## src/rtl/namuru_dump_sequencer_if.sv

```systemverilog
// Wishbone read-master bus and output word stream of the correlator dump sequencer.
// master = sequencer side, slave = correlator bus plus stream consumer.
interface namuru_dump_sequencer_if;
  logic [31:0] m_adr_o;
  logic        m_cyc_o;
  logic        m_stb_o;
  logic        m_we_o;
  logic [3:0]  m_sel_o;
  logic [31:0] m_dat_i;
  logic        m_ack_i;

  logic [31:0] out_data;
  logic [3:0]  out_ch;
  logic        out_last;
  logic        out_valid;
  logic        out_ready;

  modport master (
    output m_adr_o, m_cyc_o, m_stb_o, m_we_o, m_sel_o,
    input  m_dat_i, m_ack_i,
    output out_data, out_ch, out_last, out_valid,
    input  out_ready
  );

  modport slave (
    input  m_adr_o, m_cyc_o, m_stb_o, m_we_o, m_sel_o,
    output m_dat_i, m_ack_i,
    input  out_data, out_ch, out_last, out_valid,
    output out_ready
  );
endinterface

```

## src/rtl/namuru_dump_sequencer.sv

```systemverilog
// Drains STATUS, NEW_DATA and every flagged channel's accumulators/epoch after each
// accum_int rising edge, one Wishbone read at a time, into a valid/ready word FIFO.
module namuru_dump_sequencer #(
  parameter int unsigned NCH        = 1,
  parameter int unsigned FIFO_DEPTH = 16,
  parameter int unsigned TIMEOUT    = 64,
  parameter logic [31:0] BASE       = 32'h0
) (
  input  logic                    correlator_clk,
  input  logic                    correlator_rst,
  input  logic                    enable,
  input  logic                    accum_int,
  input  logic                    clear,
  namuru_dump_sequencer_if.master bus,
  output logic                    busy,
  output logic                    overrun,
  output logic                    timeout_err,
  output logic [7:0]              frame_cnt
);

  localparam int unsigned AW        = $clog2(FIFO_DEPTH);
  localparam int unsigned TW        = $clog2(TIMEOUT) + 1;
  localparam logic [7:0]  W_STATUS  = 8'hE0;
  localparam logic [7:0]  W_NEWDATA = 8'hE1;

  typedef enum logic [2:0] {IDLE, RD_STATUS, RD_NEWDATA, SCAN, RD_CH, DONE} state_e;

  typedef struct packed {
    logic        last;
    logic [3:0]  ch;
    logic [31:0] data;
  } word_t;

  state_e         state_q, state_d;
  logic           cyc_q, cyc_d;
  logic [31:0]    adr_q, adr_d;
  logic [NCH-1:0] nd_mask_q, nd_mask_d;
  logic [3:0]     ch_q, ch_d;
  logic [2:0]     k_q, k_d;
  logic [TW-1:0]  tmo_q, tmo_d;
  logic           accum_prev_q, accum_prev_d;
  logic           overrun_q, overrun_d;
  logic           timeout_err_q, timeout_err_d;
  logic [7:0]     frame_cnt_q, frame_cnt_d;
  logic [AW:0]    wr_ptr_q, wr_ptr_d;
  logic [AW:0]    rd_ptr_q, rd_ptr_d;
  word_t          mem_q [FIFO_DEPTH];

  logic           trig, tmo_hit, push, pop, fifo_full, fifo_empty, found;
  word_t          push_word, head;
  logic [7:0]     rd_word;
  logic [3:0]     koff, low_ch;
  logic [NCH-1:0] mask_left;

  // Channel word offsets: six accumulators at 4..9, epoch at 0xC.
  always_comb begin
    koff = 4'hC;
    if (k_q < 3'd6) koff = 4'd4 + {1'b0, k_q};
  end

  always_comb begin
    case (state_q)
      RD_STATUS:  rd_word = W_STATUS;
      RD_NEWDATA: rd_word = W_NEWDATA;
      default:    rd_word = {ch_q, koff};
    endcase
  end

  always_comb begin
    found  = 1'b0;
    low_ch = '0;
    for (int i = int'(NCH) - 1; i >= 0; i--) begin
      if (nd_mask_q[i]) begin
        found  = 1'b1;
        low_ch = 4'(i);
      end
    end
  end

  assign mask_left  = nd_mask_q & ~(NCH'(1) << ch_q);
  assign fifo_empty = (wr_ptr_q == rd_ptr_q);
  assign fifo_full  = (wr_ptr_q[AW] != rd_ptr_q[AW]) && (wr_ptr_q[AW-1:0] == rd_ptr_q[AW-1:0]);
  assign pop        = ~fifo_empty & bus.out_ready;
  assign trig       = accum_int & ~accum_prev_q;

  always_comb begin
    state_d      = state_q;
    cyc_d        = cyc_q;
    adr_d        = adr_q;
    nd_mask_d    = nd_mask_q;
    ch_d         = ch_q;
    k_d          = k_q;
    tmo_d        = '0;
    accum_prev_d = accum_int;
    frame_cnt_d  = frame_cnt_q;
    tmo_hit      = 1'b0;
    push         = 1'b0;
    push_word    = '0;

    case (state_q)
      IDLE: if (trig && enable) state_d = RD_STATUS;
      RD_STATUS, RD_NEWDATA, RD_CH: begin
        if (!cyc_q) begin
          // Reads wait in place while the FIFO has no room for the answer.
          if (!fifo_full) begin
            cyc_d = 1'b1;
            adr_d = BASE + {22'd0, rd_word, 2'b00};
          end
        end else if (bus.m_ack_i) begin
          cyc_d          = 1'b0;
          push           = 1'b1;
          push_word.data = bus.m_dat_i;
          push_word.ch   = 4'hF;
          case (state_q)
            RD_STATUS: state_d = RD_NEWDATA;
            RD_NEWDATA: begin
              nd_mask_d      = bus.m_dat_i[NCH-1:0];
              push_word.last = (bus.m_dat_i[NCH-1:0] == '0);
              state_d        = SCAN;
            end
            default: begin
              push_word.ch = ch_q;
              if (k_q == 3'd6) begin
                nd_mask_d      = mask_left;
                push_word.last = (mask_left == '0);
                state_d        = SCAN;
              end else begin
                k_d = k_q + 3'd1;
              end
            end
          endcase
        end else if (tmo_q == TW'(TIMEOUT - 1)) begin
          cyc_d   = 1'b0;
          tmo_hit = 1'b1;
          state_d = IDLE;
        end else begin
          tmo_d = tmo_q + TW'(1);
        end
      end
      SCAN: begin
        if (found) begin
          ch_d    = low_ch;
          k_d     = '0;
          state_d = RD_CH;
        end else begin
          state_d = DONE;
        end
      end
      DONE: begin
        frame_cnt_d = frame_cnt_q + 8'd1;
        state_d     = IDLE;
      end
      default: state_d = IDLE;
    endcase

    overrun_d     = clear ? 1'b0 : (overrun_q | (trig & (state_q != IDLE)));
    timeout_err_d = clear ? 1'b0 : (timeout_err_q | tmo_hit);
    if (clear) frame_cnt_d = '0;

    wr_ptr_d = wr_ptr_q + (AW + 1)'(push);
    rd_ptr_d = rd_ptr_q + (AW + 1)'(pop);
  end

  always_ff @(posedge correlator_clk or posedge correlator_rst) begin
    if (correlator_rst) begin
      state_q       <= IDLE;
      cyc_q         <= 1'b0;
      adr_q         <= '0;
      nd_mask_q     <= '0;
      ch_q          <= '0;
      k_q           <= '0;
      tmo_q         <= '0;
      accum_prev_q  <= 1'b0;
      overrun_q     <= 1'b0;
      timeout_err_q <= 1'b0;
      frame_cnt_q   <= '0;
      wr_ptr_q      <= '0;
      rd_ptr_q      <= '0;
    end else begin
      state_q       <= state_d;
      cyc_q         <= cyc_d;
      adr_q         <= adr_d;
      nd_mask_q     <= nd_mask_d;
      ch_q          <= ch_d;
      k_q           <= k_d;
      tmo_q         <= tmo_d;
      accum_prev_q  <= accum_prev_d;
      overrun_q     <= overrun_d;
      timeout_err_q <= timeout_err_d;
      frame_cnt_q   <= frame_cnt_d;
      wr_ptr_q      <= wr_ptr_d;
      rd_ptr_q      <= rd_ptr_d;
    end
  end

  always_ff @(posedge correlator_clk) begin
    if (push) mem_q[wr_ptr_q[AW-1:0]] <= push_word;
  end

  assign head          = mem_q[rd_ptr_q[AW-1:0]];
  assign bus.out_valid = ~fifo_empty;
  assign bus.out_data  = fifo_empty ? '0 : head.data;
  assign bus.out_ch    = fifo_empty ? '0 : head.ch;
  assign bus.out_last  = fifo_empty ? 1'b0 : head.last;

  assign bus.m_adr_o = adr_q;
  assign bus.m_cyc_o = cyc_q;
  assign bus.m_stb_o = cyc_q;
  assign bus.m_we_o  = 1'b0;
  assign bus.m_sel_o = 4'hF;

  assign busy        = (state_q != IDLE);
  assign overrun     = overrun_q;
  assign timeout_err = timeout_err_q;
  assign frame_cnt   = frame_cnt_q;

endmodule

```

## src/flat_wrapper.sv

```systemverilog
// flat-port wrapper written by rule: the top's interface ports become plain ports
module namuru_dump_sequencer_flat 
#(
  parameter int unsigned NCH        = 1,
  parameter int unsigned FIFO_DEPTH = 16,
  parameter int unsigned TIMEOUT    = 64,
  parameter logic [31:0] BASE       = 32'h0
)
  (correlator_clk, correlator_rst, enable, accum_int, clear, busy, overrun, timeout_err, frame_cnt, bus_m_adr_o, bus_m_cyc_o, bus_m_stb_o, bus_m_we_o, bus_m_sel_o, bus_m_dat_i, bus_m_ack_i, bus_out_data, bus_out_ch, bus_out_last, bus_out_valid, bus_out_ready);
  namuru_dump_sequencer_if bus_i ();
  input  logic correlator_clk;
  input  logic correlator_rst;
  input  logic enable;
  input  logic accum_int;
  input  logic clear;
  output logic busy;
  output logic overrun;
  output logic timeout_err;
  output logic [7:0] frame_cnt;
  output wire logic [$bits(bus_i.m_adr_o)-1:0] bus_m_adr_o;
  output wire logic [$bits(bus_i.m_cyc_o)-1:0] bus_m_cyc_o;
  output wire logic [$bits(bus_i.m_stb_o)-1:0] bus_m_stb_o;
  output wire logic [$bits(bus_i.m_we_o)-1:0] bus_m_we_o;
  output wire logic [$bits(bus_i.m_sel_o)-1:0] bus_m_sel_o;
  input wire logic [$bits(bus_i.m_dat_i)-1:0] bus_m_dat_i;
  input wire logic [$bits(bus_i.m_ack_i)-1:0] bus_m_ack_i;
  output wire logic [$bits(bus_i.out_data)-1:0] bus_out_data;
  output wire logic [$bits(bus_i.out_ch)-1:0] bus_out_ch;
  output wire logic [$bits(bus_i.out_last)-1:0] bus_out_last;
  output wire logic [$bits(bus_i.out_valid)-1:0] bus_out_valid;
  input wire logic [$bits(bus_i.out_ready)-1:0] bus_out_ready;
  assign bus_m_adr_o = bus_i.m_adr_o;
  assign bus_m_cyc_o = bus_i.m_cyc_o;
  assign bus_m_stb_o = bus_i.m_stb_o;
  assign bus_m_we_o = bus_i.m_we_o;
  assign bus_m_sel_o = bus_i.m_sel_o;
  assign bus_i.m_dat_i = bus_m_dat_i;
  assign bus_i.m_ack_i = bus_m_ack_i;
  assign bus_out_data = bus_i.out_data;
  assign bus_out_ch = bus_i.out_ch;
  assign bus_out_last = bus_i.out_last;
  assign bus_out_valid = bus_i.out_valid;
  assign bus_i.out_ready = bus_out_ready;
  namuru_dump_sequencer #(.NCH(NCH), .FIFO_DEPTH(FIFO_DEPTH), .TIMEOUT(TIMEOUT), .BASE(BASE)) u_core (.correlator_clk(correlator_clk), .correlator_rst(correlator_rst), .enable(enable), .accum_int(accum_int), .clear(clear), .bus(bus_i), .busy(busy), .overrun(overrun), .timeout_err(timeout_err), .frame_cnt(frame_cnt));
endmodule
```

## config.mk

```make
export PLATFORM = sky130hd
export DESIGN_NAME = namuru_dump_sequencer_flat
export DESIGN_NICKNAME = d
export VERILOG_FILES = /design/src/rtl/namuru_dump_sequencer_if.sv /design/src/rtl/namuru_dump_sequencer.sv /design/src/flat_wrapper.sv
export SDC_FILE = /design/constraint.sdc
export NUM_CORES = 1
export LEC_CHECK = 0
export BUFFER_PORTS_ARGS = -buffer_cell sky130_fd_sc_hd__buf_4
export CAP_MARGIN = 20
export CORE_ASPECT_RATIO = 1.75
export CORE_MARGIN = 2
export CORE_UTILIZATION = 64
export CTS_BUF_LIST = sky130_fd_sc_hd__clkbuf_4 sky130_fd_sc_hd__clkbuf_8
export CTS_CLUSTER_DIAMETER = 100
export DETAILED_ROUTE_END_ITERATION = 12
export PLACE_DENSITY = 0.93
export SYNTH_ARGS = -nofsm -noshare
export SYNTH_HDL_FRONTEND = slang
export SYNTH_SLANG_ARGS = --single-unit
export TNS_END_PERCENT = 30
```

## constraint.sdc

```tcl
create_clock -name correlator_clk -period 8.9 [get_ports correlator_clk]
set_input_delay 0.89 -clock correlator_clk [delete_from_list [all_inputs] [get_ports correlator_clk]]
set_output_delay 0.89 -clock correlator_clk [all_outputs]
set_load 0.01 [all_outputs]
```

-- Word level (Yosys, flattened, before mapping)
Memory sizes are Yosys's and may differ from the RTL's.
Cells that the tools add are included.
W data, S select, Z words.
- multiplexer cells: 49
- magnitude comparators: 1
- add/sub/neg operators: 6
- bitwise operators: 11
- equal/unequal tests: 18
- reductions and logical operators: 13
- operators with widths (cell ; number):
    $mux W37 ; 3
    $mux W32 ; 1
    $mux W3 ; 10
    $mux W7 ; 4
    $mux W1 ; 20
    $mux W8 ; 2
    $pmux W8 S2 ; 1
    $mux W4 ; 3
    $pmux W3 S2 ; 2
    $add A5 B1 Y5 ; 2
    $eq A3 B3 Y1 const B ; 3
    $pmux W3 S3 ; 1
    $add A8 B1 Y8 const B ; 1
    $add A7 B1 Y7 const B ; 1
    $eq A7 B6 Y1 const B ; 1
    $eq A3 B2 Y1 const B ; 2
    $ne A2 B1 Y1 const B ; 3
    $ne A2 B2 Y1 const B ; 3
    $not A1 Y1 ; 6
    $reduce_and A6 Y1 ; 1
    $reduce_bool A2 Y1 ; 3
    $eq A5 B5 Y1 ; 1
    $ne A5 B2 Y1 const B ; 1
    $reduce_and A5 Y1 ; 1
    17 further kinds ; 22
- memories kept: 1
- word-level logic and storage cells: 111
- RAM bits: 592
- flip-flop bits (word level): 44
- output and inout bits: 88
- memory list (name ; depth ; bits a word ; rd ports ; clocked after Yosys merged registers in ; write ports ; line ; source):
    u_core.mem_q ; 16 ; 37 ; 1 ; 0 ; 1 ; namuru_dump_sequencer.sv:47 ; word_t mem_q [FIFO_DEPTH];

-- Logic depth before layout (Yosys ltp)
- depth after elaboration: 7
- gate-level depth with buffers: 10
- gate-level depth less buffers: 8

-- Worst setup path after synthesis
No wires, ideal clock.
- path type: input -> register
- start: input bus_m_ack_i
- end: memory u_core.mem_q[2][0] (netlist name) (enable)
- buffers on the path: 0
- setup time: 0.511 ns
- arrival time: 4.776 ns
- slack: 3.613 ns
- cell stages on the path: 5
- required time: 8.389 ns
- path through: and2_1 -> o211ai_1 -> inv_1 -> nand2_1 -> nor4_1
- word-level cells in the longest chain between the ends: 5
- ends and longest elaborated chain (item ; line ; source):
    start, declared ; flat_wrapper.sv:26 ; input wire logic [$bits(bus_i.m_ack_i)-1:0] bus_m_ack_i;
    $mux W1 ; namuru_dump_sequencer.sv:109 ; end else if (bus.m_ack_i) begin
    $mux W1 ; namuru_dump_sequencer.sv:103 ; if (!cyc_q) begin
    $mux W1 ; namuru_dump_sequencer.sv:100 ; case (state_q)
    $mux W1 ; namuru_dump_sequencer.sv:197 ; if (push) mem_q[wr_ptr_q[AW-1:0]] <= push_word;
    $mux W1 (not written as such) ; namuru_dump_sequencer.sv:197 ;
    end, declared ; namuru_dump_sequencer.sv:47 ;
Every way passes these cells.

-- Worst setup path after layout
- start: register u_core.rd_ptr_q[1]
- end: output bus_out_data[31]
- word-level cells in the longest chain between the ends: 2
- elaborated cells between the ends (all ways): 3
- those cells by class: eq/ne (1); mux (1); memory (1)
- ends and longest elaborated chain (item ; line ; source):
    start, declared ; namuru_dump_sequencer.sv:46 ; logic [AW:0] rd_ptr_q, rd_ptr_d;
    start signal, assigned ; namuru_dump_sequencer.sv:192 ; rd_ptr_q <= rd_ptr_d;
    $mem_v2 Z16 W37 / $eq A5 B5 Y1 (equally long branches) ; -- ;
    $mux W32 * ; namuru_dump_sequencer.sv:202 ; assign bus.out_data = fifo_empty ? '0 : head.data;
    end, declared ; flat_wrapper.sv:27 ; output wire logic [$bits(bus_i.out_data)-1:0] bus_out_data;
Mark *: on every way between the ends. The rest lies on a longest branch, timed or not.

==> results <==
- The insertion delay of the later-clocked pin in the worst-skew pair is between 600 and 700 ps.
- In this run the tightest slew margin relative to its limit is between 20% and 30%.
- Of the cells placed in the final design, the portion with a size suffix greater than 1 is around 31%.
- The worst min-delay path category is in2reg.
- Timing would allow up to about 220 MHz.
- The instance count of the mapped netlist is ~1100.
- Each instance of the synthesized netlist takes up on average about 20 sq um.
- The area of the core region is 0.0353 sq mm.
- The number of fill cells is approximately 1800.
- The count of flip-flops with a built-in enable after synthesis is between 500 and 600.
- The congestion estimate from routability-driven global placement came to about 0.83.
- The signed area change from the synthesized netlist to the final layout is 11.9%.
- The worst path needs about 4500 ps of the cycle, external delays included.
- The number of nets in the finished design is 1320.
- The maximum root-to-sink buffer count is 3.
- At the end of the flow the core is filled with cells to 72.8%.
- The leakage power is 0.00858 uW.
- In this run the worst path has a maximum fanout of 73.
- The max-slew violation count came to 0.
- Once placement finished, the instance area stood at ~0.024 sq mm.
- Buffers placed on the I/O ports in this run total between 90 and 100.
- For this run, the total global-route usage over all layers was measured as between 20 and 30%.
- The count of different cell masters after synthesis is 51.
- The count of final hold-check violations is 0.
- The floorplan row count is just over 90.
- With fillers left out, the area of the finished cells amounts to roughly 0.026 sq mm.
- For this design the top-level I/O count stands at ~130.
- The number of global-route vias before repair is between 10000 and 15000.
- The maximum vdd ir drop is between 0.2 and 0.25 mV.
- The TritonCTS buffer count is between 70 and 80.
- Walking the worst path, the cells encountered are or2_2 > o22ai_1 > nor3_1 > buf_4.
- For the worst setup path, the data arrival time is around 3700 ps.
- The number of iterations in the first detailed-routing pass is 5.
- In the final timing run, aggregate negative setup slack is 0 ps.
- The sequential area share after synthesis is roughly three quarters.
- Power spread over the standard cell area amounts to ~310 mW/mm^2.
- Using the TritonRoute via totals, the vias-per-cell ratio works out to 6.84.
- After clock tree synthesis, the clock-pin slew on the worst setup and hold paths is roughly 70 ps.
- In this run the vertical extent of the chip is 255 microns.
- The post-route worst hold slack is 374 ps.
- The clock tree from TritonCTS is done.
- Counting every sink on the clock net gives 585.
- The count of nets left with antenna violations once routing finished came out at 0.
- Once the clock tree was built, the setup fixing pass inserted 0 buffers.
- The total wire length is 53.5 mm.
- Setup violations remaining at the end of the flow were counted as 0.
- Across all layers, the routed design uses ~12000 vias.
- Detailed placement finished with a half-perimeter wire length of 27.4 mm.
- The initial antenna violation count is 2.
- In this design, the stage delay of the slowest critical-path cell is 1130 ps.
- The max capacitance violation total is 0.
- Setup slack closes at approximately 4400 ps.
- Between clock sinks in the finished design, the worst skew comes to between 20 and 30 ps.
- The initial cell density of the core is roughly two thirds.
- The share of async-settable or async-resettable flops after synthesis is 7.01%.
- The critical path class is reg2out.
- In this run the number of H-tree levels came out at 3.
- Setup repair after global routing left no endpoint under its margin.
- The number of hold-repair buffers added at the cts stage is 0.
- STA puts the critical path data required time at between 8000 and 9000 ps.
- The slew at the pin closest to its max-slew limit is 1180 ps.
- Counting flops and latches in the post-synthesis netlist gives 585.
- The cell area that synthesis handed to floorplanning was around 0.023 sq mm.
- The largest net degree at the start of global routing is between 70 and 80.
- The critical path launch point type is a flip-flop.
- The critical-path cell with the highest stage delay is dfrtp_4.
- The flow ran to the end, and the final reports show no timing, DRC or antenna violations.
- At the placement stage, the worst setup path has a slack of between 4000 and 5000 ps.
- The first-pass GRT wire length is 76.1 mm.
- The most common flop cell mapped by yosys is edfxtp_1.
- In this run, the number of DRC markers left after iteration 0 of detailed routing was roughly 1900.
- For this run, the number of Yosys warnings is 0.
- The final period utilization is 51.0%.
- The number of cells upsized or downsized after cts is 0.
- Clock tree synthesis selected as its root buffer the cell clkbuf_8.
- The average wire per cell in the routed design is 29.8 microns.
- The kind of end point of the critical path is an output port.
- The number of design rule violations left after detail routing is 0.
- From left edge to right edge, the die measures between 100 and 150 microns.
- The residual overflow from global routing is 0.
- The floorplan step defined a die boundary enclosing around 0.037 sq mm.
## state kept, by name, summed over array words and instances, names as in the netlist
name                 flops
u_core.state_q           3
u_core.bus.m_adr_o       5
u_core.timeout_err       1
u_core.mem_q           544
u_core.k_q               3
u_core.frame_cnt         8
u_core.nd_mask_q         1
u_core.accum_prev_q      1
u_core.bus.m_cyc_o       1
u_core.overrun           1
u_core.rd_ptr_q          5
u_core.wr_ptr_q          5
u_core.tmo_q             7
## cells in the mapped netlist, drive strengths merged (3+ instances only)
cell      n  area, sq um
nor2     22         82.6
nor2b     4         25.0
and2     34          213
a21oi     5         25.0
mux2      3         33.8
or3       4         25.0
edfxtp  544        16300
nand3    15         75.1
o21ai     8         40.0
xor2     11          104
nand2    16         60.1
mux4    136         3060
xnor2    12          105
nand2b    4         25.0
nor3     51          255
o32ai     3         26.3
dfrtp    41         1030
nor4      4         31.3
clkbuf   30          113
inv      15         56.3
o22ai    70          438
buf      71          454
a31oi     3         18.8
ha        8          100
## placed cells by master (no fill, tap or decap), drive strengths merged, types with 15 or more instances in the layout
| master | synthesis | layout |
|---|---|---|
| inv | 15 | 15 |
| clkinv | 0 | 30 |
| buf | 71 | 122 |
| o22ai | 70 | 70 |
| nand2 | 16 | 16 |
| and2 | 34 | 34 |
| dfrtp | 41 | 41 |
| conb | 2 | 30 |
| nand3 | 15 | 15 |
| nor3 | 51 | 51 |
| clkbuf | 30 | 101 |
| nor2 | 22 | 22 |
| mux4 | 136 | 136 |
| edfxtp | 544 | 544 |
## where the power goes
part           leakage [uW]  internal [uW]  switching [uW]
logic               0.00222           1160            1340
registers           0.00556           3270             281
clock network      0.000807           1050             979
total               0.00858           5480            2600
## through the flow
step | cells | total power (uW)
detailed placement | 1657 | 6050
global placement | 1656 | 5920
global route | 1797 | 8340
finish | 1797 | 8080
floorplan | 1173 | 5180
CTS | 1794 | 8040
## kinds of logic after synthesis
logic type	count (synthesis)	synth area share [%]
AND/OR/NAND/NOR	164	3.78
buffers and inverters	116	2.71
multiplexers	141	13.6
flip-flops	585	75.5
XOR/XNOR	23	0.909
other	2	0.0327
adder cells (fa/ha/maj)	9	0.479
AO/OA/AOI/OAI	105	2.98
## worst paths after layout
path	slack, ps	depth (start not counted)	from	endpoint
min	370	1	accum_int	u_core.accum_prev_q$_DFF_PP0_
min in group asynchronous	380	3	correlator_rst	u_core.tmo_q[4]$_DFF_PP0_
max	4360	4	u_core.rd_ptr_q[1]$_DFF_PP0_	bus_out_data[31]
min reg2reg	480	1	u_core.tmo_q[0]$_DFF_PP0_	u_core.tmo_q[0]$_DFF_PP0_
max reg2reg	5080	6	u_core.state_q[1]$_DFFE_PP0P_	u_core.mem_q[10][25]$_DFFE_PP_
max in group asynchronous	8080	3	correlator_rst	u_core.rd_ptr_q[0]$_DFF_PP0_
## critical path: cells and delay by family (launching register included)
family	cells	cell delay, ps
compound gates	1	140
buf+inv	1	230
flops	1	1130
simple gates	2	1520
## layout make-up
class,instances,area (sq um),area share (%)
repair buffers,122,953,3.71
clock inverters,36,267,1.04
flip-flops and latches,585,17400,67.6
clock buffers,101,1260,4.92
well taps,465,582,2.26
diodes,1,2.50,0.00973
inverters,15,56.3,0.219
multi-input cells,472,5210,20.3
## metal layers
layer	vias up	global-route usage [%]	part of all wire, %
met5	-	0	0
met4	0	13.4	3.0
met3	126	4.63	11
met2	1021	47.6	54
met1	6257	35.8	33
li1	4881	-	-
Power figures use the tool's default switching activity.
